==> src/rtl/keypad_press_emulator.sv <==
// keypad_press_emulator: answers a 3x4 column-scanned keypad with row bits for queued virtual key presses
module keypad_press_emulator #(
  parameter int FIFO_DEPTH = 4,
  parameter int PRESC = 1000,
  parameter int GAP_TICKS = 2
) (
  input  logic       CLK,
  input  logic       RESET,
  input  logic [2:0] key_col,
  output logic [3:0] key_row,
  input  logic       cmd_valid,
  output logic       cmd_ready,
  input  logic [3:0] cmd_key,
  input  logic [7:0] cmd_hold,
  output logic       busy,
  output logic       pressing,
  output logic       done,
  output logic       err
);
  localparam int AW = $clog2(FIFO_DEPTH);
  localparam int CW = AW + 1;
  localparam int PW = $clog2(PRESC);
  localparam logic [CW-1:0] DEPTH_CNT = CW'(FIFO_DEPTH);
  localparam logic [PW-1:0] P_LAST = PW'(PRESC - 1);
  localparam logic [7:0] G_LAST = 8'(GAP_TICKS - 1);
  typedef enum logic [1:0] {IDLE, PRESS, GAP} state_t;
  state_t state, state_n;
  logic [3:0] fifo_key [FIFO_DEPTH];
  logic [7:0] fifo_hold [FIFO_DEPTH];
  logic [AW-1:0] wr_ptr, rd_ptr;
  logic [CW-1:0] count;
  logic [PW-1:0] presc;
  logic [7:0] tick, hold_q, head_hold;
  logic [3:0] head_key;
  logic [1:0] row_q, col_q, head_r, head_c;
  logic full, has, bad, push, pop, clr, tick_end, press_end, gap_end, done_n, err_n;

  assign full = count == DEPTH_CNT;
  assign has = count != '0;
  assign cmd_ready = !full && !RESET;
  assign push = cmd_valid && cmd_ready;
  assign head_key = fifo_key[rd_ptr];
  assign head_hold = fifo_hold[rd_ptr];
  assign bad = head_key > 4'd11;
  assign head_r = head_key >= 4'd9 ? 2'd3 : head_key >= 4'd6 ? 2'd2 : head_key >= 4'd3 ? 2'd1 : 2'd0;
  assign head_c = 2'(head_key - 4'd3 * {2'b00, head_r});
  assign tick_end = presc == P_LAST;
  assign press_end = tick_end && tick == hold_q - 8'd1;
  assign gap_end = tick_end && tick == G_LAST;
  assign busy = state != IDLE || has;
  assign pressing = state == PRESS;

  // next state: pop the head from IDLE or at the end of a gap, range-checking the key
  always_comb begin
    state_n = state;
    pop = 1'b0;
    clr = 1'b0;
    done_n = 1'b0;
    err_n = 1'b0;
    case (state)
      IDLE: if (has) begin
        pop = 1'b1;
        err_n = bad;
        clr = !bad;
        state_n = bad ? IDLE : PRESS;
      end
      PRESS: if (press_end) begin
        clr = 1'b1;
        state_n = GAP;
      end
      GAP: if (gap_end) begin
        done_n = 1'b1;
        pop = has;
        err_n = has && bad;
        clr = has && !bad;
        state_n = (has && !bad) ? PRESS : IDLE;
      end
      default: state_n = IDLE;
    endcase
  end

  // state register
  always_ff @(posedge CLK) begin
    if (RESET) state <= IDLE;
    else state <= state_n;
  end

  // command storage; push is already blocked during reset through cmd_ready
  always_ff @(posedge CLK) begin
    if (push) begin
      fifo_key[wr_ptr] <= cmd_key;
      fifo_hold[wr_ptr] <= cmd_hold;
    end
  end

  // FIFO pointers and occupancy
  always_ff @(posedge CLK) begin
    if (RESET) begin
      wr_ptr <= '0;
      rd_ptr <= '0;
      count <= '0;
    end else begin
      if (push) wr_ptr <= wr_ptr + 1'b1;
      if (pop) rd_ptr <= rd_ptr + 1'b1;
      count <= count + CW'(push) - CW'(pop);
    end
  end

  // popped-key latch, tick prescaler restarted on each phase entry, registered row return and pulses
  always_ff @(posedge CLK) begin
    if (RESET) begin
      hold_q <= 8'd1;
      row_q <= '0;
      col_q <= '0;
      presc <= '0;
      tick <= '0;
      key_row <= '0;
      done <= 1'b0;
      err <= 1'b0;
    end else begin
      if (pop) begin
        hold_q <= head_hold == 8'd0 ? 8'd1 : head_hold;
        row_q <= head_r;
        col_q <= head_c;
      end
      presc <= (clr || tick_end) ? '0 : presc + 1'b1;
      tick <= clr ? 8'd0 : tick_end ? tick + 8'd1 : tick;
      key_row <= (state == PRESS && key_col[col_q]) ? 4'b0001 << row_q : 4'b0000;
      done <= done_n;
      err <= err_n;
    end
  end
endmodule

==> config.mk <==
export PLATFORM = sky130hd
export DESIGN_NAME = keypad_press_emulator
export DESIGN_NICKNAME = d
export VERILOG_FILES = /design/src/rtl/keypad_press_emulator.sv
export SDC_FILE = /design/constraint.sdc
export NUM_CORES = 1
export LEC_CHECK = 0
export BUFFER_PORTS_ARGS = -buffer_cell sky130_fd_sc_hd__clkbuf_2
export CAP_MARGIN = 20
export CORE_ASPECT_RATIO = 1.5
export CORE_UTILIZATION = 54
export DETAILED_ROUTE_END_ITERATION = 7
export PLACE_DENSITY = 0.75
export SLEW_MARGIN = 0
export SYNTH_ARGS = -nofsm -noshare
export SYNTH_HDL_FRONTEND = slang
export SYNTH_SLANG_ARGS = --single-unit
==> constraint.sdc <==
create_clock -name CLK -period 3.02 [get_ports CLK]
set_clock_uncertainty 0.1 [all_clocks]
set_input_delay 0.302 -clock CLK [delete_from_list [all_inputs] [get_ports CLK]]
set_output_delay 0.302 -clock CLK [all_outputs]
set_load 0.01 [all_outputs]
Word-level counts from Yosys, hierarchy flattened
Memories as Yosys holds them, arrays and structs flattened. A register that Yosys moved wholly into a read port is not among the register bits.
Index checks and enable logic that the tools add are counted.
Operators by class
  shift operators: 1
  bitwise logic cells: 2
  multiply operators: 1
  add/subtract/negate cells: 8
  mux-type cells: 29
  equal/unequal tests: 9
  reduce and logical (&&, ||, !) cells: 21
  div/mod/pow operators: 0
  order comparisons: 5
Operators by type and width (number)
  $mux 2: 9
  $mux 1: 14
  $add 10x1->10 const B: 1
  $eq 10x10->1 const B: 1
  $add 8x1->8 const B: 1
  $eq 8x1->1 const B: 1
  $eq 8x8->1: 1
  $logic_not 8->1: 1
  $mux 8: 1
  $reduce_or 2->1: 4
  $sub 8x1->8 const B: 1
  $logic_and 1x1->1: 7
  $pmux 2 s3: 1
  $add 2x1->2 const B: 2
  $ge 4x2->1 const B: 1
  $ge 4x3->1 const B: 1
  $ge 4x4->1 const B: 1
  $gt 4x4->1 const B: 1
  $ne 2x2->1 const B: 2
  $pmux 1 s2: 2
  $shl 1x2->4 const A: 1
  $add 3x1->3: 1
  $eq 3x3->1 const B: 1
  $logic_not 1->1: 3
  other kinds (15): 17
Storage, ports and cells
  bits in read-only memories: 0
  memories kept: 2
  logic and storage cells: 90
  memory bits (writable): 48
  output and inout bits: 9
  latch bits: 0
  bits in registers: 45
Memories
  fifo_hold: words 4, width 8, rd ports 1, clocked after Yosys merged registers in 1, write ports 1, line 29  | logic [7:0] fifo_hold [FIFO_DEPTH];
  fifo_key: words 4, width 4, rd ports 1, clocked after Yosys merged registers in 1, write ports 1, line 28  | logic [3:0] fifo_key [FIFO_DEPTH];

Logic depth before layout (Yosys ltp)
Gate-level depths: netlist of the first run.
  depth after elaboration: 7
  mapped depth: 13

Least setup slack after synthesis of the first run
Ideal clock, no wire load.
  path kind: reg2reg
  from: reg tick[0]
  to: reg count[1]
  path slack: 0.114 ns
  cell stages (with the launch flop): 12
  buffers on the path: 1
  arrival time: 2.678 ns
  cell sequence: dfxtp_1 > ha_1 > or4b_4 > nor4b_4 > a21oi_4 > clkinv_2 > buf_8 > ha_1 > inv_1 > ha_1 > fa_1 > nor2b_1
On the way
  longest elaborated chain between the ends: 5
RTL lines
  start, declared: line 33  | logic [7:0] tick, hold_q, head_hold;
  start signal, assigned: line 127  | tick <= clr ? 8'd0 : tick_end ? tick + 8'd1 : tick;
  $eq 8x1->1: line 49  | assign gap_end = tick_end && tick == G_LAST;
  $logic_and 1x1->1: line 49
  $mux 1: line 71  | GAP: if (gap_end) begin
  $pmux 1 s2: line 60  | case (state)
  via pop: line 36  | logic full, has, bad, push, pop, clr, tick_end, press_end, gap_end, done_n, err_n;
  $sub 3x1->3: line 105  | count <= count + CW'(push) - CW'(pop);
  end signal, assigned: line 105
  end, declared: line 31  | logic [CW-1:0] count;
The timed path passes the listed nets, and every way through them passes these cells.
A chain may end at the register's enable or synchronous reset.

Worst setup path after layout of the first run
  from: reg tick[1]
  to: reg count[1]
On the way
  longest elaborated chain between the ends: 5
RTL lines (line)
  $eq 8x1->1: 49
  $logic_and 1x1->1: 49
  $mux 1: 71
  $pmux 1 s2: 60
  $sub 3x1->3: 105
Every way passes these cells.

==> reports/metrics.yaml, run 1 <==
cts:
  post-cts-setup-buffer-count: 0
  cts_tree: "done"
  cts_buffers: 9
  clk_root_buffer_cell: "clkbuf_16"
  ctsHoldBuffers: 0
  path_clk_slew_ns: 0.07
  clockBufferDepth: 2
  post_cts_resized: 0
  htree_levels: 3
  clock_sinks: 95
  clk_latency_ns: 0.34
yosys:
  synthCells: 335
  synth_area_um2: 4260
  synth_warnings: 0
  yosys.area.top_type: "edfxtp_1"
  avgSynthCellArea_um2: 12.7
  yosysMostFrequentCell: "edfxtp_1"
  synth-edff-count: 48
  yosys-top-cells-area: "edfxtp_1, dfxtp_1, mux4_1"
  synthTopCellsByCount: "edfxtp_1, dfxtp_1, nor2_1"
  ys_seq_area_frac: 0.559
  syn_nets: 365
  synth_cell_type_count: 52
  postSynth.asyncResetShare: 0
  synth-seq-cells: 95
  synth_top_area_frac: 0.338
  synth_top_flop_cell: "edfxtp_1"
sta:
  hold_viol: 0
  setup_viol: 0
  tightest_slew_ns: 0.660
  max_freq_mhz: 362
  slew_violations: 0
  rsz0062_at_grt: "no"
  slew_headroom: 0.560
  setup_tns_ns: 0
  finalCriticalPeriod_ns: 2.76
  timing.final.crit_share: 0.914
  finalWorstSetupSlack_ns: 0.258
critical_path:
  crit_type: "flop to flop"
  critPathRequiredTime_ns: 3.13
  rr_endpoint: "count[1]$_SDFF_PP0_"
  crit_top_cell: "ha_1"
  worstSetupEndpointType: "flop"
  cp_data_arrival_time_ns: 2.87
  r2r_cells: 11
  rrSetupSlack_ns: 0.26
  critPathLaunchType: "flop"
  path_cells: "inv_1, ha_1, or4b_4, nor4b_4, a21oi_4, clkinv_2, ha_1, inv_1, ha_1, fa_1, nor2b_1"
  r2r-start: "tick[1]$_SDFFE_PP0N_"
  slowest_delay_ns: 0.48
  cp_slowest_cell: "or4b_4"
  critPathMaxFanout: 10
floorplanning:
  rows: 39
  fp.dieH_um: 111
  boundaryPins: 27
  die_w_um: 74.5
  die_area_um2: 8260
  core-area_um2: 7610
  start_util: 0.560
layout:
  fin_util: 0.630
  area_growth_pct: 12.4
  drive_gt1_frac: 0.179
  nets: 399
  fin_area_um2: 4790
  diodes: 0
worst_hold_path:
  hold_depth: 1
  hp-class: "input port to flop"
  hold_start: "cmd_hold[4]"
  hold_path_end: "fifo_hold[0][4]$_DFFE_PP_"
routing:
  drc: 0
  via_per_inst: 5.62
  wl_per_cell_um: 15.9
  postRouteAntennaNets: 0
  vias: 2675
  drt_wl_total_um: 7560
  drt_pass1_iterations: 4
  drt_iter0_drc: 154
global_route:
  gr-total-overflow: 0
  grt_pass1_wl_um: 12300
  antenna_found_initial: 0
  grt_pass1_vias: 2653
  grtUsageTotal: 0.204
  grt_max_degree: 44
placement:
  gp_congestion: 0.857
  dp_hpwl_um: 5310
  portBuffers: 26
  post-place-ws_ns: 0.271
  post_dp_cell_area_um2: 4520
power_and_ir_drop:
  leakage_uw: 0.00172
  power_density_nw_per_um2: 816
  ir_worst_vdd_uv: 664
outcome:
  status: "finished, final reports clean"
run:
  cap_violations: 0
[routing by layer]
layer | GRT usage | part of all wire | vias up
met5 | 0 | 0 | -
met4 | 0.111 | 0.030 | 0
met3 | 0.0445 | 0.026 | 17
met2 | 0.360 | 0.54 | 44
met1 | 0.216 | 0.40 | 1297
li1 | - | - | 1317
[worst max-delay path: cells and delay by family, from the launching register on]
family | cells | cell delay [ns]
AND/OR/NAND/NOR | 3 | 0.93
adder cells (fa/ha/maj) | 4 | 0.92
flip-flops | 1 | 0.31
buffers and inverters | 3 | 0.19
AO/OA/AOI/OAI | 1 | 0.18
[state kept, by name (all words and copies together) (netlist names), 3 cells and up, named ones only]
name and count:
fifo_key 16, presc 10, count 3, tick 8, hold_q 8, fifo_hold 32
key_row 4
[layout make-up]
type                            instances  area (um^2)
Clock inverter                          7         47.5
Inverter                               13         50.0
Fill cell                             573         2820
Timing Repair Buffer                   37          213
Tap cell                              102          128
Clock buffer                            9          225
Sequential cell                        95         2380
Multi-Input combinational cell        213         1750
[power breakdown]
group / internal (uW) / switching (uW) / leakage, uW / total [uW]
Combinational: 542 / 662 / 0.000775 / 1200
Clock: 556 / 474 / 0.000123 / 1030
Sequential: 1530 / 153 / 0.000819 / 1680
[cell usage in the layout (no fill, tap or decap), drive strengths merged, types with 5 or more instances in the layout]
cell type and n:
a21oi 10, and3 8, buf 11, clkbuf 35, dfxtp 47, edfxtp 48
ha 11, inv 13, mux2i 8, mux4 12, nand2 16, nand3 9
nand4 5, nor2 30, nor3 13, nor4 15, o21ai 7, xnor2 20
xor2 11
[metrics by stage]
stage	hold WS (ns)	power (uW)	std cells
floorplan	0.301	2650	335
global route	0.0739	4130	476
CTS	0.0659	3930	476
global placement	0.338	2870	460
detailed placement	0.334	2910	460
finish	0.0765	3910	476
[how the worst max path moves through the flow]
stage	startpoint	depth (start not counted)	end
2_1_floorplan	tick[0]$_SDFFE_PP0N_	11	count[1]$_SDFF_PP0_
3_3_place_gp	tick[1]$_SDFFE_PP0N_	11	count[1]$_SDFF_PP0_
3_5_place_dp	tick[1]$_SDFFE_PP0N_	11	count[1]$_SDFF_PP0_
4_1_cts	tick[1]$_SDFFE_PP0N_	11	count[1]$_SDFF_PP0_
5_1_grt	tick[1]$_SDFFE_PP0N_	11	count[1]$_SDFF_PP0_
6_report	tick[1]$_SDFFE_PP0N_	11	count[1]$_SDFF_PP0_
[logic make-up (layout without fill, tap and decap cells)]
| logic type | after synthesis | in the layout | synth area share |
|---|---|---|---|
| AO/OA/AOI/OAI | 29 | 29 | 0.0496 |
| XOR/XNOR | 31 | 31 | 0.0637 |
| adder cells (fa/ha/maj) | 12 | 12 | 0.0370 |
| buffers and inverters | 27 | 66 | 0.0311 |
| flip-flops | 95 | 95 | 0.559 |
| multiplexers | 20 | 20 | 0.0910 |
| AND/OR/NAND/NOR | 121 | 121 | 0.169 |
(Power assumes the default switching activity.)
==> inputs of run 2 (changes only) <==
--- a/config.mk
+++ b/config.mk
@@ -10,6 +10,7 @@
 export CORE_ASPECT_RATIO = 1.5
 export CORE_UTILIZATION = 54
 export DETAILED_ROUTE_END_ITERATION = 7
+export HOLD_SLACK_MARGIN = 0.15
 export PLACE_DENSITY = 0.75
 export SLEW_MARGIN = 0
 export SYNTH_ARGS = -nofsm -noshare
==> run 2 against run 1 <==
Register-to-register slack is essentially flat; highest routed layer unchanged; cell count rose by 2.5%; critical endpoint unchanged; clock power is essentially flat.
==> reports/metrics.yaml, run 2 (synthesized netlist as in run 1, its figures left out) <==
outcome:
  status: "finished, final reports clean"
power_and_ir_drop:
  swShare: 0.332
  leakage_uw: 0.00177
  sequentialPowerShare: 0.426
  p_sw_uw: 1310
  power_density_nw_per_um2: 803
  finalPower_uw: 3940
  ir_worst_vdd_uv: 611
  p_clk_frac: 0.262
  power_frac_comb: 0.312
  intPower_uw: 2630
sta:
  max_freq_mhz: 363
  slew_headroom: 0.552
  rsz0062_at_grt: "no"
  tightest_slew_ns: 0.672
  setup_viol: 0
  finalCriticalPeriod_ns: 2.76
  hold_viol: 0
  timing.final.crit_share: 0.913
  setup_tns_ns: 0
  slew_violations: 0
layout:
  reg_top3: "fifo_hold: 32 flops, fifo_key: 16 flops, presc: 10 flops"
  fin_area_um2: 4910
  drive_gt1_frac: 0.174
  fin_util: 0.645
  layout_common_cells: "edfxtp_1, dfxtp_1, nor2_1, clkbuf_2, xnor2_1"
  nets: 411
  diodes: 0
  largest_reg_flops: 32
  area_growth_pct: 15.3
  largest-register: "fifo_hold"
  layout_commonest_cell: "edfxtp_1"
global_route:
  grt_max_degree: 44
  grt_pass1_vias: 2802
  antenna_found_initial: 0
  gr-total-overflow: 0
  grt_pass1_wl_um: 13500
  grtUsageTotal: 0.226
critical_path:
  r2r-start: "tick[1]$_SDFFE_PP0N_"
  path_cells: "inv_1, ha_1, or4b_4, nor4b_4, a21oi_4, clkinv_2, ha_1, inv_1, ha_1, fa_1, nor2b_1"
  r2r_cells: 11
  cp_top_family: "simple AND/OR/NAND/NOR gates"
  path_buf_inv: 3
  rrSetupSlack_ns: 0.26
  critPathLaunchType: "flop"
  slowest_delay_ns: 0.48
  crit_type: "flop to flop"
  cp_data_arrival_time_ns: 2.87
  critPathMaxFanout: 10
  crit_top_cell: "ha_1"
  crit_cells: 11
  worstSetupEndpointType: "flop"
  critPathRequiredTime_ns: 3.13
  cp_slowest_cell: "or4b_4"
  rr_endpoint: "count[1]$_SDFF_PP0_"
floorplanning:
  boundaryPins: 27
  start_util: 0.560
  rows: 39
  die_w_um: 74.5
  die_area_um2: 8260
  core-area_um2: 7610
  fp.dieH_um: 111
worst_hold_path:
  hold_start: "key_col[2]"
  hold_depth: 5
  hold_path_end: "key_row[0]$_SDFF_PP0_"
  hp-class: "input port to flop"
routing:
  drt_iter0_drc: 172
  drc: 0
  postRouteAntennaNets: 0
  via_per_inst: 5.66
  vias: 2761
  wl_per_cell_um: 17.1
  drt_wl_total_um: 8350
  drt_pass1_iterations: 4
placement:
  dp_hpwl_um: 5310
  gp_congestion: 0.857
  portBuffers: 26
  post_dp_cell_area_um2: 4520
cts:
  clk_latency_ns: 0.34
  cts_buffers: 9
  htree_levels: 3
  clockBufferDepth: 2
  cts_tree: "done"
  path_clk_slew_ns: 0.07
  post_cts_resized: 0
  clk_root_buffer_cell: "clkbuf_16"
  clock_sinks: 95
run:
  cap_violations: 0
run 2: changes by cell type in the layout (fill, tap and decap cells not counted):
cell | previous run | this run
dlygate4sd3_1 | 0 | 12
run 2: final cells by class:
class                           count  area, um^2
Inverter                           13        50.0
Tap cell                          102         128
Clock inverter                      7        47.5
Multi-Input combinational cell    213        1750
Clock buffer                        9         225
Fill cell                         565        2700
Sequential cell                    95        2380
Timing Repair Buffer               49         333
run 2: repair_timing:
action	in CTS	in global routing
endpoints found under the hold margin	48	0
buffers inserted	0	0
hold buffers	12	0
run 2: metal layers:
metal / share of wire / global-route usage / vias to the layer above / wire [um]
li1: - / - / 1334 / -
met1: 0.38 / 0.232 / 1360 / 3170
met2: 0.56 / 0.405 / 49 / 4700
met3: 0.029 / 0.0600 / 18 / 243
met4: 0.028 / 0.108 / 0 / 232
met5: 0 / 0 / - / 0
run 2: worst register-to-register path, delay by kind of cell (launching register included):
kind	cells	cell delay, ns
buf+inv	3	0.19
compound gates	1	0.18
fa+ha+maj	4	0.92
flops	1	0.31
simple gates	3	0.93
run 2: how the worst max path moves through the flow:
stage                         start             endpoint  slack (ns)
2_1_floorplan  tick[0]$_SDFFE_PP0N_  count[1]$_SDFF_PP0_        0.11
3_3_place_gp   tick[1]$_SDFFE_PP0N_  count[1]$_SDFF_PP0_        0.36
3_5_place_dp   tick[1]$_SDFFE_PP0N_  count[1]$_SDFF_PP0_        0.27
4_1_cts        tick[1]$_SDFFE_PP0N_  count[1]$_SDFF_PP0_        0.26
5_1_grt        tick[1]$_SDFFE_PP0N_  count[1]$_SDFF_PP0_         0.1
6_report       tick[1]$_SDFFE_PP0N_  count[1]$_SDFF_PP0_        0.26
run 2: power groups by stage:
stage	clock network, uW	registers [uW]	logic [uW]
4_1_cts	1040	1680	1220
5_1_grt	1100	1700	1350
3_5_place_dp	0	1710	1200
3_3_place_gp	0	1700	1170
2_1_floorplan	0	1650	992
6_report	1030	1680	1230
run 2: per-stage QoR:
stage	hold slack (ns)	cells	setup slack, ns
final	0.281	488	0.262
after global routing	0.300	488	0.0997
after CTS	0.258	488	0.258
after detailed placement	0.334	460	0.271
after global placement	0.338	460	0.360
after floorplan	0.301	335	0.114
==> inputs of run 3 (changes only) <==
--- a/config.mk
+++ b/config.mk
@@ -12,6 +12,7 @@
 export DETAILED_ROUTE_END_ITERATION = 7
 export HOLD_SLACK_MARGIN = 0.15
 export PLACE_DENSITY = 0.75
+export SETUP_SLACK_MARGIN = 0.4
 export SLEW_MARGIN = 0
 export SYNTH_ARGS = -nofsm -noshare
 export SYNTH_HDL_FRONTEND = slang
==> run 3 against run 2 <==
Setup slack gained 0.078 ns; power grew 4.7%; sequential share of layout area shrank 0.81 points; cell count grew 0.61%; largest cell class unchanged; highest routed layer unchanged.
==> reports/metrics.yaml, run 3 (synthesized netlist as in run 1, its figures left out) <==
outcome:
  status: "finished, final reports clean"
layout:
  ff_latch_area_um2: 2390
  reg_top3: "fifo_hold: 32 flops, fifo_key: 16 flops, presc: 10 flops"
  multi_input_area_um2: 1790
  diodes: 0
  nets: 414
  largest-register: "fifo_hold"
  area_growth_pct: 17.6
  layoutNonFillerInstCount: 491
  layout_commonest_cell: "edfxtp_1"
  drive_gt1_frac: 0.206
  largest_reg_flops: 32
  layout_common_cells: "edfxtp_1, dfxtp_1, nor2_1, clkbuf_2, xnor2_1"
  final.fill_count: 585
critical_path:
  critPathRequiredTime_ns: 3.13
  cp_slowest_cell: "or4b_4"
  path_buf_inv: 3
  crit_type: "flop to flop"
  crit_top_cell: "ha_4"
  critPathMaxFanout: 2
  slowest_delay_ns: 0.47
  path_cells: "inv_2, ha_4, or4b_4, nor4b_4, a21oi_4, inv_4, ha_4, inv_2, ha_4, fa_2, nor2b_1"
  cp_data_arrival_time_ns: 2.80
  cp_top_family: "simple AND/OR/NAND/NOR gates"
  critPathLaunchType: "flop"
  worstSetupEndpointType: "flop"
power_and_ir_drop:
  swShare: 0.327
  power_density_nw_per_um2: 823
  ir_worst_vdd_uv: 586
  power_frac_comb: 0.309
  leakage_uw: 0.00180
  p_sw_uw: 1350
  intPower_uw: 2780
  p_clk_frac: 0.278
  sequentialPowerShare: 0.413
sta:
  hold_viol: 0
  slew_headroom: 0.555
  timing.final.crit_share: 0.888
  max_freq_mhz: 373
  tightest_slew_ns: 0.668
  hold_ws_ns: 0.250
  slew_violations: 0
  finalWorstSetupSlack_ns: 0.340
  setup_viol: 0
  finalCriticalPeriod_ns: 2.68
  rsz0062_at_grt: "yes"
  setup_tns_ns: 0
routing:
  drt_pass1_iterations: 4
  wl_met2_um: 4400
  wl_per_cell_um: 16.2
  met1Wirelength_um: 3100
  postRouteAntennaNets: 0
  via_per_inst: 5.56
  top_layer: "met4"
  drc: 0
  vias: 2732
  drt_iter0_drc: 160
  route.met3.wl_um: 175
  drt_wl_total_um: 7940
placement:
  gp_congestion: 0.830
  dp_hpwl_um: 5310
  post-place-ws_ns: 0.179
  portBuffers: 26
  place_inst: 455
global_route:
  grt_pass1_wl_um: 13100
  gr-total-overflow: 0
  grt_pass1_vias: 2818
  antenna_found_initial: 0
  grt_max_degree: 44
  grtUsageTotal: 0.217
floorplanning:
  rows: 39
  die_area_um2: 8260
  fp.dieH_um: 111
  core-area_um2: 7610
  die_w_um: 74.5
  start_util: 0.560
  boundaryPins: 27
cts:
  clock_sinks: 95
  htree_levels: 3
  clk_root_buffer_cell: "clkbuf_16"
  path_clk_slew_ns: 0.07
  clk_latency_ns: 0.34
  cts_buffers: 9
  cts_tree: "done"
  clockBufferDepth: 2
run:
  cap_violations: 0
worst_hold_path:
  hp-class: "input port to flop"
[run 3: changes by cell type in the layout (fill, tap and decap cells not counted), moves of 3 or more]
cell,change
dfxtp_1,-3
ha_1,-3
ha_4,+3
buf_4,+3
[run 3: final timing paths]
path                               from                     to  slack, ns  cells after the start
hold / removal               key_col[2]  key_row[0]$_SDFF_PP0_       0.25                      5
setup / recovery   tick[1]$_SDFFE_PP0N_    count[1]$_SDFF_PP0_       0.34                     11
setup reg to reg   tick[1]$_SDFFE_PP0N_    count[1]$_SDFF_PP0_       0.34                     11
hold reg to reg   row_q[0]$_SDFFE_PP0P_  key_row[2]$_SDFF_PP0_       0.35                      1
[run 3: repair_timing]
action                                  in CTS  in global routing
hold buffers                                12                  0
pin swaps                                    4                  0
resized for setup                            1                  2
endpoints found under the hold margin       48                  0
endpoints found under the setup margin       2                  4
buffers inserted                             5                  3
[run 3: power groups by stage]
stage | sequential, uW | clock [uW] | combinational (uW)
2_1_floorplan | 1650 | 0 | 1020
3_3_place_gp | 1730 | 0 | 1180
3_5_place_dp | 1740 | 0 | 1220
4_1_cts | 1710 | 1160 | 1260
5_1_grt | 1730 | 1210 | 1410
6_report | 1710 | 1150 | 1270
[run 3: layout make-up]
type / instances / share of cell area
clock buffers: 9 / 0.0449
well taps: 102 / 0.0255
inverters: 13 / 0.0102
repair buffers: 52 / 0.0709
clock inverters: 7 / 0.0152
multi-input cells: 213 / 0.356
flip-flops and latches: 95 / 0.477
[run 3: stage by stage]
stage	utilization	power, uW	instance area, um^2
floorplan	-	2670	4310
global placement	0.595	2900	4530
detailed placement	0.595	2960	4530
CTS	0.655	4120	4990
global route	0.659	4350	5010
finish	0.659	4130	5010
[run 3: layer usage]
| metal | vias up | GRT usage |
|---|---|---|
| met5 | - | 0 |
| met2 | 46 | 0.383 |
| li1 | 1349 | - |
| met3 | 17 | 0.0364 |
| met1 | 1320 | 0.237 |
| met4 | 0 | 0.118 |
[run 3: worst reg2reg max path, delay by kind of cell, from the launching register on]
kind	cells	cell delay (ns)
simple gates	3	0.96
fa+ha+maj	4	0.83
compound gates	1	0.13
flops	1	0.35
buf+inv	3	0.20
